## src/rtl/keystream_sched_pkg.sv

```systemverilog
// Shared ChaCha types for the keystream scheduler: word and 4x4 block state,
// plus the scheduler's FSM encoding.
package keystream_sched_pkg;

  typedef logic [31:0] word_t;
  typedef word_t [3:0][3:0] block_t;

  localparam int WORDS_PER_BLK = 16;
  localparam int IDX_W = $clog2(WORDS_PER_BLK);

  typedef enum logic [1:0] {
    IDLE,
    FILL,
    STREAM,
    DRAIN
  } state_t;

endpackage

```

## src/rtl/keystream_sched_blk_word_mux.sv

```systemverilog
// Selects keystream word idx from a finished block; word 0 is block[3][3],
// word 15 is block[0][0].
module blk_word_mux
  import keystream_sched_pkg::*;
(
  input  block_t           block,
  input  logic [IDX_W-1:0] idx,
  output word_t            word
);

  // Inverting each 2-bit index field is the same as 3 - field.
  assign word = block[~idx[3:2]][~idx[1:0]];

endmodule

```

## src/rtl/keystream_sched.sv

```systemverilog
// Schedules ChaCha20 block-core launches and streams the resulting keystream
// words over a valid/ready port, prefetching the next block into one buffer.
module keystream_sched
  import keystream_sched_pkg::*;
#(
  parameter int NUM_BLK_W = 16
) (
  input  logic                 clk,
  input  logic                 rst,
  input  logic                 start,
  input  logic [31:0]          init_ctr,
  input  logic [NUM_BLK_W-1:0] num_blocks,
  output logic                 core_start,
  output logic [31:0]          core_ctr,
  input  logic                 core_done,
  input  block_t               core_block,
  output word_t                out_word,
  output logic                 out_valid,
  input  logic                 out_ready,
  output logic                 out_last,
  output logic                 busy,
  output logic                 done,
  output logic                 ctr_ovf
);

  state_t               state, next_state;
  logic [IDX_W-1:0]     k;
  block_t               active, pending;
  logic                 pend_valid;
  logic                 core_busy;
  logic                 zero_done;
  logic [NUM_BLK_W-1:0] left;
  logic                 take_done, hs, last_k, launch;
  word_t                mux_word;

  // A core_done only counts while a launch of this run is outstanding.
  assign take_done = core_done && core_busy;
  assign hs        = out_valid && out_ready;
  assign last_k    = (k == IDX_W'(WORDS_PER_BLK - 1));

  always_ff @(posedge clk) begin
    if (rst) state <= IDLE;
    else     state <= next_state;
  end

  always_comb begin
    next_state = state;
    launch     = 1'b0;
    case (state)
      IDLE: begin
        if (start && (num_blocks != '0)) next_state = FILL;
      end
      FILL: begin
        launch = !core_busy && (left != '0);
        if (take_done) next_state = STREAM;
      end
      STREAM: begin
        // Prefetch only into an empty pending buffer so a result always has a home.
        launch = !core_busy && (left != '0) && !pend_valid;
        if (hs && last_k && !pend_valid && !take_done)
          next_state = ((left != '0) || core_busy) ? FILL : DRAIN;
      end
      default: next_state = IDLE;
    endcase
  end

  assign core_start = launch;
  assign out_valid  = (state == STREAM);
  assign out_last   = out_valid && last_k && !pend_valid && (left == '0) && !core_busy;
  assign busy       = (state == FILL) || (state == STREAM);
  assign done       = (state == DRAIN) || zero_done;
  assign out_word   = out_valid ? mux_word : '0;

  blk_word_mux u_mux (
    .block(active),
    .idx  (k),
    .word (mux_word)
  );

  always_ff @(posedge clk) begin
    if (rst) begin
      k          <= '0;
      active     <= '0;
      pending    <= '0;
      pend_valid <= 1'b0;
      core_busy  <= 1'b0;
      zero_done  <= 1'b0;
      left       <= '0;
      core_ctr   <= '0;
      ctr_ovf    <= 1'b0;
    end else begin
      zero_done <= (state == IDLE) && start && (num_blocks == '0);
      if ((state == IDLE) && start) begin
        ctr_ovf    <= 1'b0;
        core_ctr   <= init_ctr;
        left       <= num_blocks;
        k          <= '0;
        pend_valid <= 1'b0;
      end
      if (launch) begin
        left      <= left - 1'b1;
        core_busy <= 1'b1;
      end
      // core_ctr advances only once the launched block is back, keeping it stable
      // for the core; a wrap past 0xFFFFFFFF truncates the run instead.
      if (take_done) begin
        core_busy <= 1'b0;
        if (left != '0) begin
          if (core_ctr == 32'hFFFF_FFFF) begin
            ctr_ovf <= 1'b1;
            left    <= '0;
          end else begin
            core_ctr <= core_ctr + 32'd1;
          end
        end
      end
      if ((state == FILL) && take_done) begin
        active <= core_block;
        k      <= '0;
      end else if (state == STREAM) begin
        if (hs && last_k) begin
          k <= '0;
          if (pend_valid) begin
            active     <= pending;
            pend_valid <= 1'b0;
          end else if (take_done) begin
            active <= core_block;
          end
        end else if (hs) begin
          k <= k + 1'b1;
        end
        if (take_done && !(hs && last_k)) begin
          pending    <= core_block;
          pend_valid <= 1'b1;
        end
      end
    end
  end

endmodule

```

## config.mk

```make
export PLATFORM = sky130hd
export DESIGN_NAME = keystream_sched
export DESIGN_NICKNAME = d
export VERILOG_FILES = /design/src/rtl/keystream_sched_pkg.sv /design/src/rtl/keystream_sched_blk_word_mux.sv /design/src/rtl/keystream_sched.sv
export SDC_FILE = /design/constraint.sdc
export NUM_CORES = 2
export LEC_CHECK = 0
export BUFFER_PORTS_ARGS = -buffer_cell sky130_fd_sc_hd__buf_2
export CORE_AREA = 2 2 458 233
export CTS_CLUSTER_SIZE = 20
export DETAILED_ROUTE_END_ITERATION = 10
export DIE_AREA = 0 0 460 235
export HOLD_SLACK_MARGIN = 0.02
export SYNTH_ARGS = -nofsm -noshare
export SYNTH_HDL_FRONTEND = slang
export SYNTH_SLANG_ARGS = --single-unit
export TNS_END_PERCENT = 5
```

## constraint.sdc

```tcl
create_clock -name clk -period 4.43 [get_ports clk]
set_input_delay 0.886 -clock clk [delete_from_list [all_inputs] [get_ports clk]]
set_output_delay 0.886 -clock clk [all_outputs]
set_load 0.005 [all_outputs]
```

==> results.md <==
* Outcome: complete, no violations
* Final Slew Violations at 0
* CTS tree: done
* Max IR drop VDD at 0.287 mV
* Synth Area in Compound Gates at 0.169
* Core Area at 104000 um^2
* XOR/XNOR share of the synthesized area at 0.00245
* Max_slew headroom at 0.0643
* Max Root-Sink Buffers at 3
* Worst Hold Class: primary input to flop
* Clock Sinks at 1082
* Routed len/inst at 25.3 um
* Pre-antenna DRT Iters at 8
* Die width at 460 um
* Area leader, netlist: dfxtp_1
* Top-count cell post-synth: nand2_1
* Critical path arrival at 3.36 ns
* Synthesized instance count at 5763
* Worst-Margin Slew at 1.39 ns
* Die area at 108000 um^2
* CP Cell Sequence: buf_12, mux4_2, mux4_2, and2_1, buf_2
* Post-synthesis sequential area ratio at 0.466
* RSZ-0062 raised after global routing: false
* Gr ovfl total at 0
* Critical path required time at 3.54 ns
* Synth top area cells: dfxtp_1, nand2_1, a311oi_1, mux4_2, a21oi_1
* Synth Flop Type: dfxtp_1
* Skew final at 0.0419 ns
* Post-synth net total at 6336
* Final WS setup at 0.186 ns
* Final net count at 6632
* PD cells at 412 nW/um^2
* Final setup TNS at 0 ns
* Syn. warnings at 0
* Layout cells sized above 1 at 0.174
* Adder-cell share of the synthesized area at 0.00215
* Crit-path max cell delay at 0.66 ns
* Root Buffer: clkbuf_16
* Vias/cell at 5.95
* Setup Fix Bufs, Post-CTS at 0
* Final setup violating endpoints at 0
* Mux cell area share after synthesis at 0.0782
* Num CTS Buffers at 99
* Synthesized area per cell at 8.07 um^2
* Worst Path Buf+Inv at 2
* Starting density of the core at 0.447
* Share of the synthesized area in the top cell type at 0.466
* All-Layer GR Usage at 0.339
* Cell Area, Synth at 46500 um^2
* Post-synth EDFFs at 0
* Largest net degree at the start of global routing at 185
* Post-route DRC at 0
* F_max at 236 MHz
* Netlist cell types at 60
* IO Pins at 635
* CP endpoint kind: output port
* Dpl ws at 0.938 ns
* # resized after CTS at 0
* Most frequent cells after synthesis: nand2_1, dfxtp_1, nor2_1
* Crit path time final at 4.24 ns
* Static Leakage at 0.0188 uW
* Site Rows at 84
* Cell family with most CP delay: multiplexers
* Flops & latches, synth at 1082
* Crit start category: flop
* Remaining antenna violation count at 0
* Hpwl dp at 135000 um
* First-pass GRT wire length at 273000 um
* Slowest cell on crit path: mux4_2
* Htree depth at 3
* Worst-path fanout max at 51
* Initial antenna violation count at 50
* Cts hold-fix bufs at 0
* RD Place Congestion at 0.961
* FFs w/ async S/R, synth at 0
* Via count at 44900
* Area growth syn-to-layout at 16.4%
* Clock Latency Late Sink at 0.76 ns
* Vias in the first global route at 38800
* Most used cell, CP: mux4_2
* Post-synthesis simple-gate area fraction at 0.237
* Tcrit/Tclk final at 0.958
* Starting DRT DRC Count at 6313
* Port buffer count at 634
* Main combinational cell family by area after synthesis: simple AND/OR/NAND/NOR gates
* Wirelength, routed at 191000 um
* Max-cap violations at 0
* Critical path class: flop to output port
* Die Ht at 235 um
* Worst-path clk slew at 0.07 ns
* Final Hold Vio Count at 0
==> through the flow <==
stage                     hold WS [ns]  area [um^2]  std cells  total power, uW   util
after CTS                        0.342        54100       7519            22300  0.520
after floorplan                  0.437        46500       5763            11800      -
after global placement           0.442        50600       7334            13000  0.486
final                            0.376        54100       7544            22300  0.520
after detailed placement         0.447        50600       7334            13000  0.486
after global routing             0.364        54100       7524            23000  0.520
==> per-layer routing <==
| layer | track usage | vias to the layer above | part of all wire |
|---|---|---|---|
| met5 | 0 | - | 0.00078 |
| met4 | 0.0948 | 20 | 0.032 |
| met3 | 0.0971 | 303 | 0.12 |
| met2 | 0.462 | 2198 | 0.41 |
| met1 | 0.514 | 21900 | 0.44 |
| li1 | - | 20500 | - |
==> cells in the final DEF, fill, tap and decap left out, types with 6 or more instances in the layout <==
| master | instances |
|---|---|
| clkinvlp_4 | 12 |
| inv_1 | 6 |
| nor3_1 | 26 |
| a22oi_1 | 11 |
| and2_1 | 35 |
| nand3_1 | 25 |
| buf_12 | 49 |
| clkbuf_16 | 99 |
| nor4_1 | 17 |
| xor2_1 | 8 |
| a311oi_1 | 520 |
| and3_1 | 15 |
| a31oi_1 | 14 |
| buf_4 | 30 |
| o21ai_0 | 16 |
| nor2_1 | 558 |
| mux4_2 | 160 |
| nand4_1 | 6 |
| clkinv_2 | 20 |
| dfxtp_1 | 1078 |
| a21oi_1 | 546 |
| bufinv_16 | 14 |
| or3_1 | 6 |
| clkbuf_1 | 14 |
| buf_2 | 633 |
| diode_2 | 25 |
| ha_1 | 8 |
| nand2_1 | 2110 |
| clkbuf_8 | 16 |
==> cell type report <==
type / instances / area [um^2]
diodes: 25 / 62.6
clock buffers: 129 / 2750
clock inverters: 56 / 752
fillers: 9797 / 49900
inverters: 7 / 26.3
multi-input cells: 4156 / 22800
flip-flops and latches: 1082 / 21700
well taps: 1376 / 1720
repair buffers: 713 / 4390
==> sequential cells by signal (all words and copies together) (netlist names) <==
| signal | flops |
|---|---|
| active | 512 |
| core_busy | 1 |
| core_ctr | 32 |
| ctr_ovf | 1 |
| k | 4 |
| left | 16 |
| pend_valid | 1 |
| pending | 512 |
| state | 2 |
| zero_done | 1 |
==> report_power, final <==
group / total, uW / internal [uW] / switching (uW)
combinational: 2360 / 874 / 1490
sequential: 10500 / 10000 / 431
clock: 9480 / 5250 / 4230
==> kinds of logic after synthesis <==
logic type | count (synthesis)
AOI/OAI and AO/OA | 1142
DFF | 1082
xor gates and xnor gates | 13
adders and majority gates | 8
muxes | 163
buffers and inverters | 525
and+or+nand+nor | 2830
==> tightest hold or removal path, delay by kind of cell <==
kind	cells	cell delay [ns]
buffers and inverters	1	0.10
AND/OR/NAND/NOR	1	0.05
AO/OA/AOI/OAI	1	0.05
==> path summary, 6_finish.rpt <==
path / slack [ns] / depth (start not counted) / endpoint / startpoint
max reg2reg: 1.06 / 8 / active[30]$_SDFFE_PP0P_ / k[2]$_SDFF_PP0_
max: 0.19 / 5 / out_word[18] / k[2]$_SDFF_PP0_
min reg2reg: 0.44 / 2 / active[219]$_SDFFE_PP0P_ / pending[219]$_SDFFE_PP0P_
min: 0.38 / 3 / pending[461]$_SDFFE_PP0P_ / core_block[461]
(Power assumes the default switching activity.)
